[config.mk]
export PLATFORM = sky130hd
export DESIGN_NAME = vend_order_controller
export DESIGN_NICKNAME = d
export VERILOG_FILES = /design/src/rtl/vend_order_controller.sv
export SDC_FILE = /design/constraint.sdc
export NUM_CORES = 1
export LEC_CHECK = 0
export BUFFER_PORTS_ARGS = -buffer_cell sky130_fd_sc_hd__clkbuf_2
export CAP_MARGIN = 0
export CORE_UTILIZATION = 65
export DETAILED_ROUTE_END_ITERATION = 8
export PLACE_DENSITY = 0.82
export SKIP_LAST_GASP = 1
export SYNTH_ARGS = -nofsm -noshare
export SYNTH_HDL_FRONTEND = slang
export SYNTH_SLANG_ARGS = --single-unit
[constraint.sdc]
create_clock -name clk -period 7.4 [get_ports clk]
set_clock_uncertainty 0.15 [all_clocks]
set_input_delay 2.22 -clock clk [delete_from_list [all_inputs] [get_ports clk]]
set_output_delay 2.22 -clock clk [all_outputs]
set_load 0.01 [all_outputs]
[src/rtl/vend_order_controller.sv]
// Customer front end of the vending machine: debounces switches and buttons,
// accumulates credit, runs the dispenser req/ack/done handshake and returns change.
module vend_order_controller #(
  parameter int DEBOUNCE_CYCLES = 1250000,
  parameter int PRICE_CENTS     = 100,
  parameter int MAX_CREDIT      = 995,
  parameter int ACK_TIMEOUT     = 250000000
) (
  input  logic       clk,
  input  logic       reset_n,
  input  logic [7:0] Selection,
  input  logic       coin_quarter,
  input  logic       coin_dollar,
  input  logic       cancel,
  output logic       vend_req,
  output logic [2:0] vend_item,
  input  logic       vend_ack,
  input  logic       vend_done,
  output logic [9:0] credit_cents,
  output logic       change_valid,
  output logic [9:0] change_cents,
  output logic       coin_reject,
  output logic       insufficient,
  output logic       fault
);

  // state       | meaning
  // ST_IDLE     | no credit, waiting for the first coin
  // ST_CREDIT   | credit held, accepting coins, cancel and selections
  // ST_REQUEST  | vend_req raised, waiting for vend_ack or timeout
  // ST_DISPENSE | dispenser busy, waiting for vend_done
  // ST_SETTLE   | one cycle to return any remaining credit as change
  typedef enum logic [2:0] {
    ST_IDLE,
    ST_CREDIT,
    ST_REQUEST,
    ST_DISPENSE,
    ST_SETTLE
  } state_t;

  localparam int NIN = 11;
  localparam int DW  = $clog2(DEBOUNCE_CYCLES + 1);
  localparam int TW  = $clog2(ACK_TIMEOUT + 1);
  localparam logic [DW-1:0] DEB_LOAD   = DW'(DEBOUNCE_CYCLES - 1);
  localparam logic [TW-1:0] TIMER_LOAD = TW'(ACK_TIMEOUT - 1);
  localparam logic [10:0]   MAX_C      = 11'(MAX_CREDIT);
  localparam logic [10:0]   QUARTER    = 11'd25;
  localparam logic [10:0]   DOLLAR     = 11'd100;
  localparam logic [9:0]    PRICE      = 10'(PRICE_CENTS);

  logic [NIN-1:0] raw;
  logic [NIN-1:0] sync_q1;
  logic [NIN-1:0] sync_q2;
  logic [NIN-1:0] deb;
  logic [NIN-1:0] deb_d;
  logic [DW-1:0]  deb_cnt [NIN];

  assign raw = {cancel, coin_dollar, coin_quarter, Selection};

  // Each counter reloads while the synchronized level matches the accepted
  // level, so any bounce back restarts the stability window.
  always_ff @(posedge clk or negedge reset_n) begin
    if (!reset_n) begin
      sync_q1 <= '0;
      sync_q2 <= '0;
      deb     <= '0;
      deb_d   <= '0;
      for (int i = 0; i < NIN; i++) deb_cnt[i] <= DEB_LOAD;
    end else begin
      sync_q1 <= raw;
      sync_q2 <= sync_q1;
      deb_d   <= deb;
      for (int i = 0; i < NIN; i++) begin
        if (sync_q2[i] == deb[i]) begin
          deb_cnt[i] <= DEB_LOAD;
        end else if (deb_cnt[i] == '0) begin
          deb[i]     <= sync_q2[i];
          deb_cnt[i] <= DEB_LOAD;
        end else begin
          deb_cnt[i] <= deb_cnt[i] - DW'(1);
        end
      end
    end
  end

  logic       quarter_ev;
  logic       dollar_ev;
  logic       cancel_ev;
  logic       sel_ev;
  logic [2:0] sel_idx;

  assign quarter_ev = deb[8] & ~deb_d[8];
  assign dollar_ev  = deb[9] & ~deb_d[9];
  assign cancel_ev  = deb[10] & ~deb_d[10];
  assign sel_ev     = (deb[7:0] != deb_d[7:0]) && $onehot(deb[7:0]);

  always_comb begin
    sel_idx = '0;
    for (int i = 0; i < 8; i++) begin
      if (deb[i]) sel_idx = 3'(i);
    end
  end

  // Dollar is applied first, then the quarter against the updated sum.
  logic [10:0] sum_base;
  logic [10:0] sum_dollar;
  logic [10:0] sum_coins;
  logic        dollar_ok;
  logic        quarter_ok;
  logic        coin_refused;

  always_comb begin
    sum_base     = {1'b0, credit_cents};
    dollar_ok    = (sum_base + DOLLAR) <= MAX_C;
    sum_dollar   = (dollar_ev && dollar_ok) ? sum_base + DOLLAR : sum_base;
    quarter_ok   = (sum_dollar + QUARTER) <= MAX_C;
    sum_coins    = (quarter_ev && quarter_ok) ? sum_dollar + QUARTER : sum_dollar;
    coin_refused = (dollar_ev && !dollar_ok) || (quarter_ev && !quarter_ok);
  end

  state_t        state_q;
  state_t        state_nxt;
  logic [TW-1:0] timer_q;
  logic [TW-1:0] timer_nxt;
  logic [9:0]    credit_nxt;
  logic [9:0]    change_nxt;
  logic [2:0]    item_nxt;
  logic          change_valid_nxt;
  logic          reject_nxt;
  logic          insuff_nxt;
  logic          fault_nxt;

  always_comb begin
    state_nxt        = state_q;
    timer_nxt        = timer_q;
    credit_nxt       = credit_cents;
    change_nxt       = change_cents;
    item_nxt         = vend_item;
    change_valid_nxt = 1'b0;
    reject_nxt       = 1'b0;
    insuff_nxt       = 1'b0;
    fault_nxt        = 1'b0;
    case (state_q)
      ST_IDLE: begin
        credit_nxt = 10'(sum_coins);
        reject_nxt = coin_refused;
        if (sel_ev) insuff_nxt = 1'b1;
        if (dollar_ev || quarter_ev) state_nxt = ST_CREDIT;
      end
      ST_CREDIT: begin
        credit_nxt = 10'(sum_coins);
        reject_nxt = coin_refused;
        if (cancel_ev) begin
          change_nxt       = 10'(sum_coins);
          change_valid_nxt = 1'b1;
          credit_nxt       = '0;
          state_nxt        = ST_IDLE;
        end else if (sel_ev) begin
          if (sum_coins >= {1'b0, PRICE}) begin
            item_nxt  = sel_idx;
            timer_nxt = TIMER_LOAD;
            state_nxt = ST_REQUEST;
          end else begin
            insuff_nxt = 1'b1;
          end
        end
      end
      ST_REQUEST: begin
        reject_nxt = dollar_ev || quarter_ev;
        if (vend_ack) begin
          state_nxt = ST_DISPENSE;
        end else if (timer_q == '0) begin
          fault_nxt = 1'b1;
          state_nxt = ST_CREDIT;
        end else begin
          timer_nxt = timer_q - TW'(1);
        end
      end
      ST_DISPENSE: begin
        reject_nxt = dollar_ev || quarter_ev;
        if (vend_done) begin
          credit_nxt = credit_cents - PRICE;
          state_nxt  = ST_SETTLE;
        end
      end
      ST_SETTLE: begin
        reject_nxt = dollar_ev || quarter_ev;
        if (credit_cents != '0) begin
          change_nxt       = credit_cents;
          change_valid_nxt = 1'b1;
        end
        credit_nxt = '0;
        state_nxt  = ST_IDLE;
      end
      default: state_nxt = ST_IDLE;
    endcase
  end

  always_ff @(posedge clk or negedge reset_n) begin
    if (!reset_n) begin
      state_q      <= ST_IDLE;
      timer_q      <= '0;
      credit_cents <= '0;
      change_cents <= '0;
      vend_item    <= '0;
      change_valid <= 1'b0;
      coin_reject  <= 1'b0;
      insufficient <= 1'b0;
      fault        <= 1'b0;
    end else begin
      state_q      <= state_nxt;
      timer_q      <= timer_nxt;
      credit_cents <= credit_nxt;
      change_cents <= change_nxt;
      vend_item    <= item_nxt;
      change_valid <= change_valid_nxt;
      coin_reject  <= reject_nxt;
      insufficient <= insuff_nxt;
      fault        <= fault_nxt;
    end
  end

  // Derived from the state register so an async reset drops it immediately.
  assign vend_req = (state_q == ST_REQUEST);

endmodule

==> flow_summary.ini, run 1 <==
[global_route]
grt_pass1_wl_mm = 57.72
grt_pass1_vias = 12010
overflow = 0
antenna_found_initial = 0
track_usage_pct = 26.71
use_met2_pct = 43.48
grtUsageMet1_pct = 37.40
use_met3_pct = 3.524
top_usage_layer = met2
grt_max_degree = 154

[clocking]
clock_latency_ns = 0.51
cts_htree_levels = 2
postCtsSetupRepairBufs = 0
clk_path_buf_depth = 3
cts_tree = yes
clockRootBuffer = clkbuf_16
cts_resized = 0
clkTransAtPathRegs_ns = 0.06
cts_hold_buf = 0
cts_buffers = 36
clock_sinks = 333

[status]
status = completed

[power_and_ir_drop]
power_density_nw_per_um2 = 200.9
p_leak_nw = 7.467
p_total_mw = 3.658
irDropWorstVdd_mv = 0.1907

[placed_design]
pre_cts_ws_ns = 2.190
port_buffers = 42
dpl.hpwl_mm = 22.86
gp_congestion = 0.9135

[sta]
fin_crit_ns = 5.361
slew_headroom_pct = 28.06
tightest_slew_ns = 1.074
fin_crit_sh_pct = 72.44
worst_slack_ns = 2.039
rsz0062_at_grt = false
final.setup.tns_ns = 0
slew_violations = 0
hold_slack_ns = 0.1960
hold_viol = 0
setup_violations = 0
max_freq_mhz = 186.5

[cells_and_area]
area_growth_syn_to_layout_pct = 9.430
nFillCells = 1783
multiInputGateArea_sq_um = 7757
ff_latch_area_sq_um = 8484
layout-drive-gt1-share_pct = 13.95
n_antenna_cell = 0
final_nets = 1794
final_util_pct = 72.51

[floorplan]
die_h_um = 162.0
die_w_um = 162.0
core_area_sq_um = 25110
placement_rows = 58
io_pins = 43
initial_core_util_pct = 66.26
dieArea_sq_um = 26240

[routing]
drc = 0
first_pass_iters = 5
post_drt_wl_per_cell_um = 16.03
ant_nets = 0
num_vias = 12380
drt_iter0_markers = 944
routed_wirelength_mm = 33.67
via_per_inst = 5.893

[flow_run]
drv_cap = 0

[synthesis]
muxShareOfSynthArea_pct = 1.173
async_reset_ff_share_pct = 100.0
synth.largest_area_cell = dfrtp_1
syn_area_per_cell_sq_um = 9.747
synth.distinct_cells = 70
synth_compound_area_share_pct = 7.843
synth_xor_area_share_pct = 11.37
synth_seq_cells = 333
synth-adder-area-share_pct = 2.812
netlist.area_leader.share_pct = 31.88
synth-edff-count = 0
synth_top_family_by_area = simple AND/OR/NAND/NOR gates
synth.yosys.seq_area_share_pct = 50.99
synthTopCellsByArea = dfrtp_1 32%, dfstp_2 19%, xnor2_1 7.1%, nand2_1 5.2%, nor2_1 4.6%
syn_inst = 1707
synth_simple_gate_area_share_pct = 23.42
synth-main-ff-cell = dfrtp_1
ys_warn_count = 0
synth_area_sq_um = 16640
synth_nets = 1757

[worst_setup_path]
crit_type = register to register
max_stage_delay_ns = 0.84
path_max_fanout = 32
path_delay_family = compound AO/OA/AOI/OAI gates
cp_slowest_cell = dfrtp_1
crit_buf_inv = 1
worstSetupEndpointType = register
cp_cell_sequence = ha_1 -> a211o_1 -> nor4_1 -> or3_1 -> a31oi_1 -> mux2_2 -> a21oi_1 -> nor2_1 -> a21oi_1 -> o22ai_1 -> nand4_1 -> buf_4 -> mux2_2
crit_arrival_ns = 5.60
required_ns = 7.64
cp-start-kind = register

[min_path]
hp-class = register to register
[where the power goes]
part,internal (mW),total [mW],switching [mW],leakage (nW)
logic,0.0249,0.103,0.0776,2.88
clock network,1.00,1.68,0.684,0.536
registers,1.86,1.87,0.0162,4.06
total,2.88,3.66,0.777,7.47
[area by class of cell]
class / count / share of cell area [%]
tap: 330 / 2.268
timing repair buffer: 46 / 1.443
clock buffer: 59 / 5.759
clock inverter: 5 / 0.2749
sequential: 333 / 46.60
multi-input combinational: 1276 / 42.61
inverter: 51 / 1.051
[final timing paths]
check,startpoint,end,slack [ns],cells after the start
hold reg to reg,sync_q1[7],sync_q2[7],0.20,0
hold / removal,sync_q1[7],sync_q2[7],0.20,0
setup reg to reg,credit_cents[2],vend_item[2],2.04,13
setup / recovery,credit_cents[2],vend_item[2],2.04,13
min in group asynchronous,reset_n,deb_cnt[181],1.60,1
max in group asynchronous,reset_n,deb_cnt[116],4.22,2
[worst reg2reg max path: cells and delay by family, from the launching register on]
family	cells	cell delay, ns
AND/OR/NAND/NOR	4	0.88
AO/OA/AOI/OAI	5	1.74
multiplexers	2	0.80
buffers and inverters	1	0.32
flip-flops	1	0.84
adder cells (fa/ha/maj)	1	0.50
[flip-flops by register name (all words and copies together) (netlist names)]
| name | flops |
|---|---|
| fault | 1 |
| credit_cents | 10 |
| state_q | 3 |
| sync_q1 | 11 |
| insufficient | 1 |
| change_cents | 10 |
| coin_reject | 1 |
| deb_d | 11 |
| deb | 11 |
| timer_q | 28 |
| sync_q2 | 11 |
| vend_item | 3 |
| deb_cnt | 231 |
| change_valid | 1 |
[through the flow]
stage | area [sq um] | instances
5_1_grt | 18210 | 2100
4_1_cts | 18210 | 2100
6_report | 18210 | 2100
2_1_floorplan | 16640 | 1707
3_3_place_gp | 17110 | 2036
3_5_place_dp | 17110 | 2036
[kinds of logic (layout without fill, tap and decap cells)]
family,after synthesis,count (layout)
AOI/OAI and AO/OA,203,203
xor gates and xnor gates,216,216
adders and majority gates,35,35
buffers and inverters,98,161
DFF,333,333
muxes,18,18
and+or+nand+nor,804,804
[per-layer routing]
metal  up-vias  share of wire, %  routed length, um
met5         -                 0                  0
met4         0               2.2                741
met3        68               5.1               1722
met2       325                47              15930
met1      6022                45              15270
li1       5960                 -                  -
[cell usage after synthesis (all sizes together), types with 4 or more instances]
| master | instances |
|---|---|
| nand2b | 14 |
| a311oi | 4 |
| a21boi | 4 |
| xor2 | 82 |
| a221o | 4 |
| and2 | 21 |
| nor2 | 204 |
| dfstp | 121 |
| a21oi | 64 |
| nor4 | 60 |
| a211oi | 4 |
| a21o | 4 |
| nor2b | 17 |
| or4 | 17 |
| mux2 | 12 |
| ha | 31 |
| inv | 51 |
| o41ai | 8 |
| and3 | 23 |
| nand4 | 6 |
| o21ai | 51 |
| nand3b | 11 |
| mux2i | 6 |
| fa | 4 |
| xnor2 | 134 |
| nand3 | 51 |
| o211ai | 5 |
| clkbuf | 41 |
| nor3b | 9 |
| dfrtp | 212 |
| nor3 | 75 |
| or2 | 12 |
| nand4b | 8 |
| or3 | 28 |
| nand2 | 232 |
| o31ai | 9 |
| a31o | 5 |
| buf | 6 |
| nor4b | 5 |
| a31oi | 10 |
[placed cells by master, fill, tap and decap left out, types with 12 or more instances in the layout]
cell	instances
a21oi_1	64
and2_1	21
and3_1	23
clkbuf_1	18
clkbuf_16	37
clkbuf_2	41
dfrtp_1	212
dfstp_2	121
ha_1	31
inv_1	50
mux2_2	12
nand2_1	232
nand2b_1	14
nand3_1	51
nor2_1	204
nor2b_1	17
nor3_1	75
nor4_1	60
o21ai_0	50
or2_2	12
or3_1	28
or4_1	17
xnor2_1	134
xor2_1	82
(Power assumes the default switching activity.)
==> inputs of run 2 (changes only) <==
CORE_UTILIZATION = 57   (was 65)
PLACE_DENSITY = 0.77   (was 0.82)
clock period = 4.5 ns   (was 7.4 ns; I/O delays follow)
==> run 2 against run 1 <==
  * Clock-buffer cell count down 1
  * Clock power grew 82%
  * Final cell count is 3.7% higher
  * Power is 72% higher
  * Maximum frequency is 25% higher
  * Utilization is 7.6 points lower
  * Routed wire length rose by 2.5%
  * Worst hold slack lost 0.0010 ns
  * Die area grew 14%
  * Global-route usage down 2.9 points
  * Sequential cell count did not move
  * Highest routed layer unchanged
==> flow_summary.ini, run 2 (same netlist as run 1, synthesis figures left out) <==
[status]
status = completed

[worst_setup_path]
crit_type = register to register
cp_num_cells = 13
crit_arrival_ns = 4.58
path_max_fanout = 7
setup.worst_path.start = credit_cents[2]
cp_slowest_cell = or4_1
max_stage_delay_ns = 0.49
cp-endpoint = change_cents[4]
cp-start-kind = register
timing.rr.end = change_cents[4]
reg2reg_depth = 13
crit_buf_inv = 1
regToRegSetupSlack_ns = 0.20
r2r_start = credit_cents[2]
critPathMostFrequentCell = or3_1
cp_cell_sequence = ha_1 -> and2_1 -> o21a_1 -> a32oi_2 -> buf_4 -> a31o_1 -> or3_1 -> a221o_1 -> o22a_1 -> or4_1 -> o311a_1 -> or3_1 -> a31oi_1
worstSetupEndpointType = register
path_delay_family = compound AO/OA/AOI/OAI gates
required_ns = 4.78

[routing]
num_vias = 12470
via_per_inst = 5.723
routed_wirelength_mm = 34.50
drc = 0
drt_iter0_markers = 1038
first_pass_iters = 7
post_drt_wl_per_cell_um = 15.84
ant_nets = 0

[sta]
max_freq_mhz = 232.6
hold_viol = 0
fin_crit_sh_pct = 95.54
slew_headroom_pct = 40.11
rsz0062_at_grt = false
final.setup.tns_ns = 0
slew_violations = 0
tightest_slew_ns = 0.8964
setup_violations = 0
fin_crit_ns = 4.299

[power_and_ir_drop]
switching_share_pct = 21.33
power_frac_seq_pct = 48.8
power_density_nw_per_um2 = 338.6
p_leak_nw = 7.673
irDropWorstVdd_mv = 0.3601
intPower_mw = 4.964
p_total_mw = 6.310
clock_power_share_pct = 48.4
combPwrFrac_pct = 2.7
p_sw_mw = 1.346

[floorplan]
io_pins = 43
dieArea_sq_um = 29880
die_h_um = 172.9
placement_rows = 62
die_w_um = 172.9
initial_core_util_pct = 57.97
core_area_sq_um = 28700

[global_route]
grt_max_degree = 97
overflow = 0
antenna_found_initial = 0
track_usage_pct = 23.78
grt_pass1_wl_mm = 59.81
grt_pass1_vias = 12530

[clocking]
cts_buffers = 37
cts_htree_levels = 2
clk_path_buf_depth = 3
cts_tree = yes
clock_latency_ns = 0.52
cts_hold_buf = 0
clock_sinks = 333
clockRootBuffer = clkbuf_16
clkTransAtPathRegs_ns = 0.06

[placed_design]
port_buffers = 42
dpl.hpwl_mm = 23.71
placedCellCount = 2112
gp_congestion = 0.9618

[cells_and_area]
layout_common_cells = 232 x nand2_1, 212 x dfrtp_1, 204 x nor2_1, 134 x xnor2_1, 121 x dfstp_2
area_growth_syn_to_layout_pct = 12.02
nFillCells = 2280
fin_cells = 2178
n_antenna_cell = 0
top_register = deb_cnt
final_common_cell = nand2_1
reg.largest.list = deb_cnt x231, timer_q x28
multiInputGateArea_sq_um = 7776
largest_reg_flops = 231
final_nets = 1817
layout-drive-gt1-share_pct = 15.83
ff_latch_area_sq_um = 8484

[min_path]
hp-class = register to register
min_from = sync_q1[10]

[flow_run]
drv_cap = 0
==> run 2: cell types whose count changed in the layout (fill, tap and decap cells not counted), moves of 2 or more <==
cell | previous run | this run
buf_12 | 1 | 3
buf_4 | 3 | 23
clkbuf_1 | 18 | 8
clkbuf_8 | 4 | 12
==> run 2: worst min-delay path by stage <==
stage | end | slack [ns] | depth (start not counted)
global route | sync_q2[10] | 0.20 | 0
floorplan | sync_q2[0] | 0.18 | 0
finish | sync_q2[10] | 0.19 | 0
global placement | sync_q2[4] | 0.19 | 0
CTS | sync_q2[10] | 0.19 | 0
detailed placement | sync_q2[0] | 0.18 | 0
==> run 2: power groups by stage <==
stage	registers (mW)	clock network [mW]	logic (mW)
floorplan	3.12	0	0.0839
global route	3.08	3.25	0.203
CTS	3.08	3.13	0.179
detailed placement	3.13	0	0.178
finish	3.08	3.06	0.173
global placement	3.13	0	0.173
==> run 2: stage by stage <==
step	setup WS, ns	util [%]	instance area [sq um]	hold WS, ns
after CTS	0.2094	64.87	18620	0.1929
after floorplan	0.2638	-	16640	0.1812
after global routing	0.01798	64.94	18640	0.1953
final	0.2006	64.94	18640	0.1950
after detailed placement	0.1741	60.51	17370	0.1847
after global placement	0.2987	60.51	17370	0.1857
==> run 2: repair_timing <==
item / in CTS / in global routing
buffers inserted: 0 / 0
setup endpoints to repair: 0 / 33
gates resized for setup: 0 / 3
==> run 2: layer usage <==
metal | track usage, % | routed length, um | up-vias
met5 | 0 | 0 | -
met4 | 6.858 | 667 | 0
met3 | 3.232 | 1569 | 51
met2 | 39.25 | 16650 | 290
met1 | 32.97 | 15610 | 6125
li1 | - | - | 5999
==> run 2: cell type report <==
| class | count | share of cell area, % |
|---|---|---|
| inverters | 51 | 1.027 |
| clock buffers | 58 | 6.149 |
| well taps | 384 | 2.578 |
| clock inverters | 8 | 0.5773 |
| repair buffers | 68 | 2.430 |
| multi-input cells | 1276 | 41.72 |
| flip-flops and latches | 333 | 45.52 |
